<file path="src/rtl/lut_ram_pkg.sv">
// -----------------------------------------------------------------------------
// lut_ram_pkg
//   Shared types for the LUT RAM controller and its neighbours.
//   - lut_ctrl_state_e : controller FSM states
//   - lut_addr_t / lut_data_t   : 256 x 32 LUT configuration
//   - lut8_addr_t / lut8_data_t : 8 x 32 LUT configuration
// -----------------------------------------------------------------------------
package lut_ram_pkg;

  typedef enum logic [1:0] {
    RST  = 2'd0,
    INIT = 2'd1,
    RUN  = 2'd2
  } lut_ctrl_state_e;

  // 256-entry x 32-bit LUT
  typedef logic [7:0]  lut_addr_t;
  typedef logic [31:0] lut_data_t;

  // 8-entry x 32-bit LUT
  typedef logic [2:0]  lut8_addr_t;
  typedef logic [31:0] lut8_data_t;

endpackage

</file>
<file path="src/rtl/lut_ram_ctrl.sv">
// -----------------------------------------------------------------------------
// lut_ram_ctrl
//   Master-side controller for a LUT RAM with a synchronous write port and a
//   combinational read port. After reset (or on clear_req) it sweeps every
//   entry to INIT_VALUE, then serves single-word read/write requests from a
//   valid/ready port. Read data comes back through a one-entry valid/ready
//   response register with one clock of latency.
//
//   State table:
//     RST  | one clock after reset release; outputs idle
//     INIT | sweep: write INIT_VALUE to address cnt, one entry per clock
//     RUN  | serve requests; clear_req returns to INIT
//
// Ports
//   clk, rst_n                      clock, async active-low reset
//   clear_req                       re-run the init sweep (RUN only)
//   init_done                       high while in RUN
//   req_valid/req_ready             request handshake
//   req_we/req_addr/req_wdata       request payload (write=1)
//   resp_valid/resp_ready           response handshake
//   resp_rdata                      read data
//   lut_wr_en/lut_wr_addr/lut_wr_data  LUT RAM write port
//   lut_rd_addr/lut_rd_data         LUT RAM read port (combinational read)
// -----------------------------------------------------------------------------
module lut_ram_ctrl
  import lut_ram_pkg::*;
#(
  parameter int unsigned LUT_WIDTH = 32,
  parameter int unsigned LUT_DEPTH = 256,
  parameter logic [LUT_WIDTH-1:0] INIT_VALUE = '0,
  localparam int unsigned ADDR_W = $clog2(LUT_DEPTH)
) (
  input  logic                 clk,
  input  logic                 rst_n,
  input  logic                 clear_req,
  output logic                 init_done,
  input  logic                 req_valid,
  output logic                 req_ready,
  input  logic                 req_we,
  input  logic [ADDR_W-1:0]    req_addr,
  input  logic [LUT_WIDTH-1:0] req_wdata,
  output logic                 resp_valid,
  input  logic                 resp_ready,
  output logic [LUT_WIDTH-1:0] resp_rdata,
  output logic                 lut_wr_en,
  output logic [ADDR_W-1:0]    lut_wr_addr,
  output logic [LUT_WIDTH-1:0] lut_wr_data,
  output logic [ADDR_W-1:0]    lut_rd_addr,
  input  logic [LUT_WIDTH-1:0] lut_rd_data
);

  localparam logic [ADDR_W-1:0] LAST_ADDR = ADDR_W'(LUT_DEPTH - 1);

  lut_ctrl_state_e   state;
  logic [ADDR_W-1:0] cnt;

  logic run_ready;
  logic req_acc;
  logic wr_acc;
  logic rd_acc;

  // clear_req wins over a same-cycle request; a held response blocks new ones.
  assign run_ready = (state == RUN) & ~clear_req & (~resp_valid | resp_ready);
  assign req_acc   = req_valid & run_ready;
  assign wr_acc    = req_acc & req_we;
  assign rd_acc    = req_acc & ~req_we;

  assign req_ready = run_ready;
  assign init_done = (state == RUN);

  // Write port and read address: the sweep owns the write port in INIT,
  // accepted writes pass straight through in RUN.
  always_comb begin
    lut_wr_en   = 1'b0;
    lut_wr_addr = '0;
    lut_wr_data = '0;
    lut_rd_addr = '0;
    case (state)
      INIT: begin
        lut_wr_en   = 1'b1;
        lut_wr_addr = cnt;
        lut_wr_data = INIT_VALUE;
      end
      RUN: begin
        lut_rd_addr = req_addr;
        if (wr_acc) begin
          lut_wr_en   = 1'b1;
          lut_wr_addr = req_addr;
          lut_wr_data = req_wdata;
        end
      end
      default: ;
    endcase
  end

  always_ff @(posedge clk or negedge rst_n) begin
    if (!rst_n) begin
      state      <= RST;
      cnt        <= '0;
      resp_valid <= 1'b0;
      resp_rdata <= '0;
    end else begin
      case (state)
        RST: begin
          state <= INIT;
          cnt   <= '0;
        end
        INIT: begin
          if (cnt == LAST_ADDR) begin
            state <= RUN;
            cnt   <= '0;
          end else begin
            cnt <= cnt + 1'b1;
          end
        end
        RUN: begin
          if (clear_req) begin
            state <= INIT;
            cnt   <= '0;
          end
        end
        default: state <= RST;
      endcase

      // A pending response survives a clear and drains during INIT.
      if (rd_acc) begin
        resp_valid <= 1'b1;
        resp_rdata <= lut_rd_data;
      end else if (resp_valid && resp_ready) begin
        resp_valid <= 1'b0;
      end
    end
  end

endmodule
</file>
<file path="config.mk">
export PLATFORM = sky130hd
export DESIGN_NAME = lut_ram_ctrl
export DESIGN_NICKNAME = d
export VERILOG_FILES = /design/src/rtl/lut_ram_pkg.sv /design/src/rtl/lut_ram_ctrl.sv
export SDC_FILE = /design/constraint.sdc
export NUM_CORES = 1
export LEC_CHECK = 0
export CAP_MARGIN = 40
export CORE_ASPECT_RATIO = 0.7
export CORE_MARGIN = 2
export CORE_UTILIZATION = 35
export CTS_CLUSTER_DIAMETER = 150
export DETAILED_ROUTE_END_ITERATION = 10
export GPL_ROUTABILITY_DRIVEN = 0
export PLACE_DENSITY_LB_ADDON = 0.3
export SYNTH_ARGS = -nofsm -noshare
export SYNTH_HDL_FRONTEND = slang
export SYNTH_SLANG_ARGS = --single-unit
</file>
<file path="constraint.sdc">
create_clock -name clk -period 2.4 [get_ports clk]
set_input_delay 0.36 -clock clk [delete_from_list [all_inputs] [get_ports clk]]
set_output_delay 0.36 -clock clk [all_outputs]
set_load 0.01 [all_outputs]
</file>
==> metrics.cfg <==
[placement]
dpl.hpwl_um=5330
place_ws_ns=-0.0667
portBuffers=161
dp.cells=439
place_area_um2=4030

[clock_tree]
clk_latency_ns=0.29
cts_buffer_depth=2
cts_setup_buffers=0
h-tree-depth=2
numCtsBuffers=5
path_clk_slew_ns=0.09
cts_tree=done
cts_root_buffer=clkbuf_8
clkSinkCount=43

[cells_and_area]
area_growth_pct=79.8
diodes=0
design_area_um2=4110
final_cell_mix=119 x clkdlybuf4s50_1, 49 x and2_1, 43 x dfrtp_1
finalNetCount=452
nFillCells=524
finalNonFillerCells=448
fin_util=0.655
mostFrequentLayoutCell=clkdlybuf4s50_1
final_layout_size_suffix_gt1_frac=0.103
regArea_um2=1080
multi_input_area_um2=1110

[critical_path]
slowest_stage=dfrtp_1
required_ns=2.04
crit_fanout=12
cpLargestDelayFamily=simple AND/OR/NAND/NOR gates
path_class=register to output pin
cp_cell_sequence=inv_1, ha_2, nor2b_4, and4_4, buf_12, a22o_1, and2_1, clkdlybuf4s15_1
crit_buf_inv=3
worstSetupStartpointType=register
r2r-start=state[1]
r2r_setup_slack_ns=0.49
cpPeakStageDelay_ns=0.38
crit_arrival_ns=1.94
reg2reg_to=cnt[4]
endpoint_kind=output pin
ff2ff_path_depth=7

[synth]
yosys_most_used_dff=dfrtp_1
synth_edf_count=0
yosysTopAreaCell=dfrtp_1
synth_cell_types=34
syn_nets=282
ys_seq_area_frac=0.470
synthArstFlopShare=1.00
syn_inst=199
synth_area_leaders=dfrtp_1 47%, mux2_1 15%, and2_1 13%
ys_ff_latch=43
ys_warn_count=0
synth.avg_cell_area_um2=11.5
synth_area_um2=2290
synth_top_area_share=0.470

[min_path]
worstHoldPathType=primary input to async pin

[floorplan]
die_w_um=101
io_pins=162
core_um2=6280
fp.dieArea_um2=7210
die_h_um=71.6
start_util=0.364
rows=24

[timing]
worst_slew_pin_slew_ns=0.387
fin_worst_skew_ns=0.0112
hold_viol=0
timing.slew.headroom=0.742
max_freq_mhz=435
slew_violations=0
fin_crit_sh=0.959
finalSetupViolCount=0
final.min_clock_period_ns=2.30
fin_ws_ns=0.0987
rsz0062_at_grt=no

[drt]
first_iter_violations=56
detail-route-antenna-nets=0
avgViaCountPerCell=4.74
wl_per_cell_um=14.7
drc=0
via_count=2124
first_pass_iters=4
drt-total-wl_um=6590

[power_and_ir_drop]
peakVddDrop_mv=0.255
leakagePower_nw=2.16
p_per_area_nw_per_um2=328

[global_route]
grt_pass1_vias=2164
grt_max_degree=33
track_usage=0.186
grt_pass1_wl_um=10700
overflow=0
antenna_found_initial=0

[outcome]
status=finished, final reports clean

[run]
maxCapViolCount=0

-- worst max-delay path by stage --
| stage | start | end | slack (ns) | cells after the start |
|---|---|---|---|---|
| 2_1_floorplan | state[0] | lut_wr_addr[7] | 0.31 | 8 |
| 3_3_place_gp | clear_req | lut_wr_addr[5] | -0.04 | 7 |
| 3_5_place_dp | resp_ready | lut_wr_addr[3] | -0.07 | 7 |
| 4_1_cts | state[0] | lut_wr_data[8] | -0.16 | 7 |
| 5_1_grt | state[0] | lut_wr_addr[2] | 0.005 | 8 |
| 6_report | state[0] | lut_wr_addr[2] | 0.1 | 8 |
-- metrics by stage --
| stage | setup TNS, ns | hold slack (ns) | power (W) |
|---|---|---|---|
| after floorplan | 0 | 0.0644 | 0.000740 |
| after global placement | -0.220 | 0.269 | 0.000878 |
| after detailed placement | -0.620 | 0.274 | 0.000880 |
| after CTS | -1.76 | 0.484 | 0.00137 |
| after global routing | 0 | 0.508 | 0.00142 |
| final | 0 | 0.482 | 0.00135 |
-- power by group --
| group | leakage [nW] | switching (W) | internal, W |
|---|---|---|---|
| registers | 0.586 | 0 | 0.000724 |
| clock network | 0.0474 | 0.000248 | 0.000235 |
| logic | 1.53 | 0.0000297 | 0.000112 |
-- layout make-up --
type | count | area share
clock inverters | 2 | 0.00396
repair buffers | 175 | 0.416
clock buffers | 6 | 0.0201
flip-flops and latches | 43 | 0.262
multi-input cells | 140 | 0.271
well taps | 78 | 0.0237
inverters | 4 | 0.00365
-- sequential cells by signal, indices dropped and copies added, names as in the netlist --
signal      count
resp_rdata     32
cnt             8
resp_valid      1
state           2
-- cell families after synthesis --
family,count (synthesis),share of synthesized area
multiplexers,33,0.162
adder cells (fa/ha/maj),5,0.0274
flip-flops,43,0.470
AND/OR/NAND/NOR,74,0.201
AO/OA/AOI/OAI,28,0.0946
buffers and inverters,16,0.0443
-- Yosys cell counts (2+ instances only) --
library cell	n
nand4_1	3
nand3_1	5
ha_1	5
nor2_1	2
inv_1	4
o31ai_1	2
nand2_1	5
o21a_1	2
buf_6	5
clkbuf_1	6
a22oi_1	2
and2_1	49
mux2_1	30
o21ai_0	5
a22o_1	10
dfrtp_1	43
a21oi_1	2
mux2_2	3
-- per-layer routing --
metal / global-route usage / vias to the layer above / share of wire
li1: - / 1030 / -
met2: 0.321 / 56 / 0.51
met4: 0.0320 / 0 / 0.0041
met5: 0 / - / 0
met1: 0.243 / 1036 / 0.44
met3: 0.0429 / 2 / 0.043
-- what timing repair did --
action | in CTS | in global routing
hold endpoints to repair | 13 | 0
hold buffers | 1 | 0
setup endpoints to repair | 41 | 23
gates resized for setup | 30 | 29
Note: power is estimated with default switching activity, not from simulation.
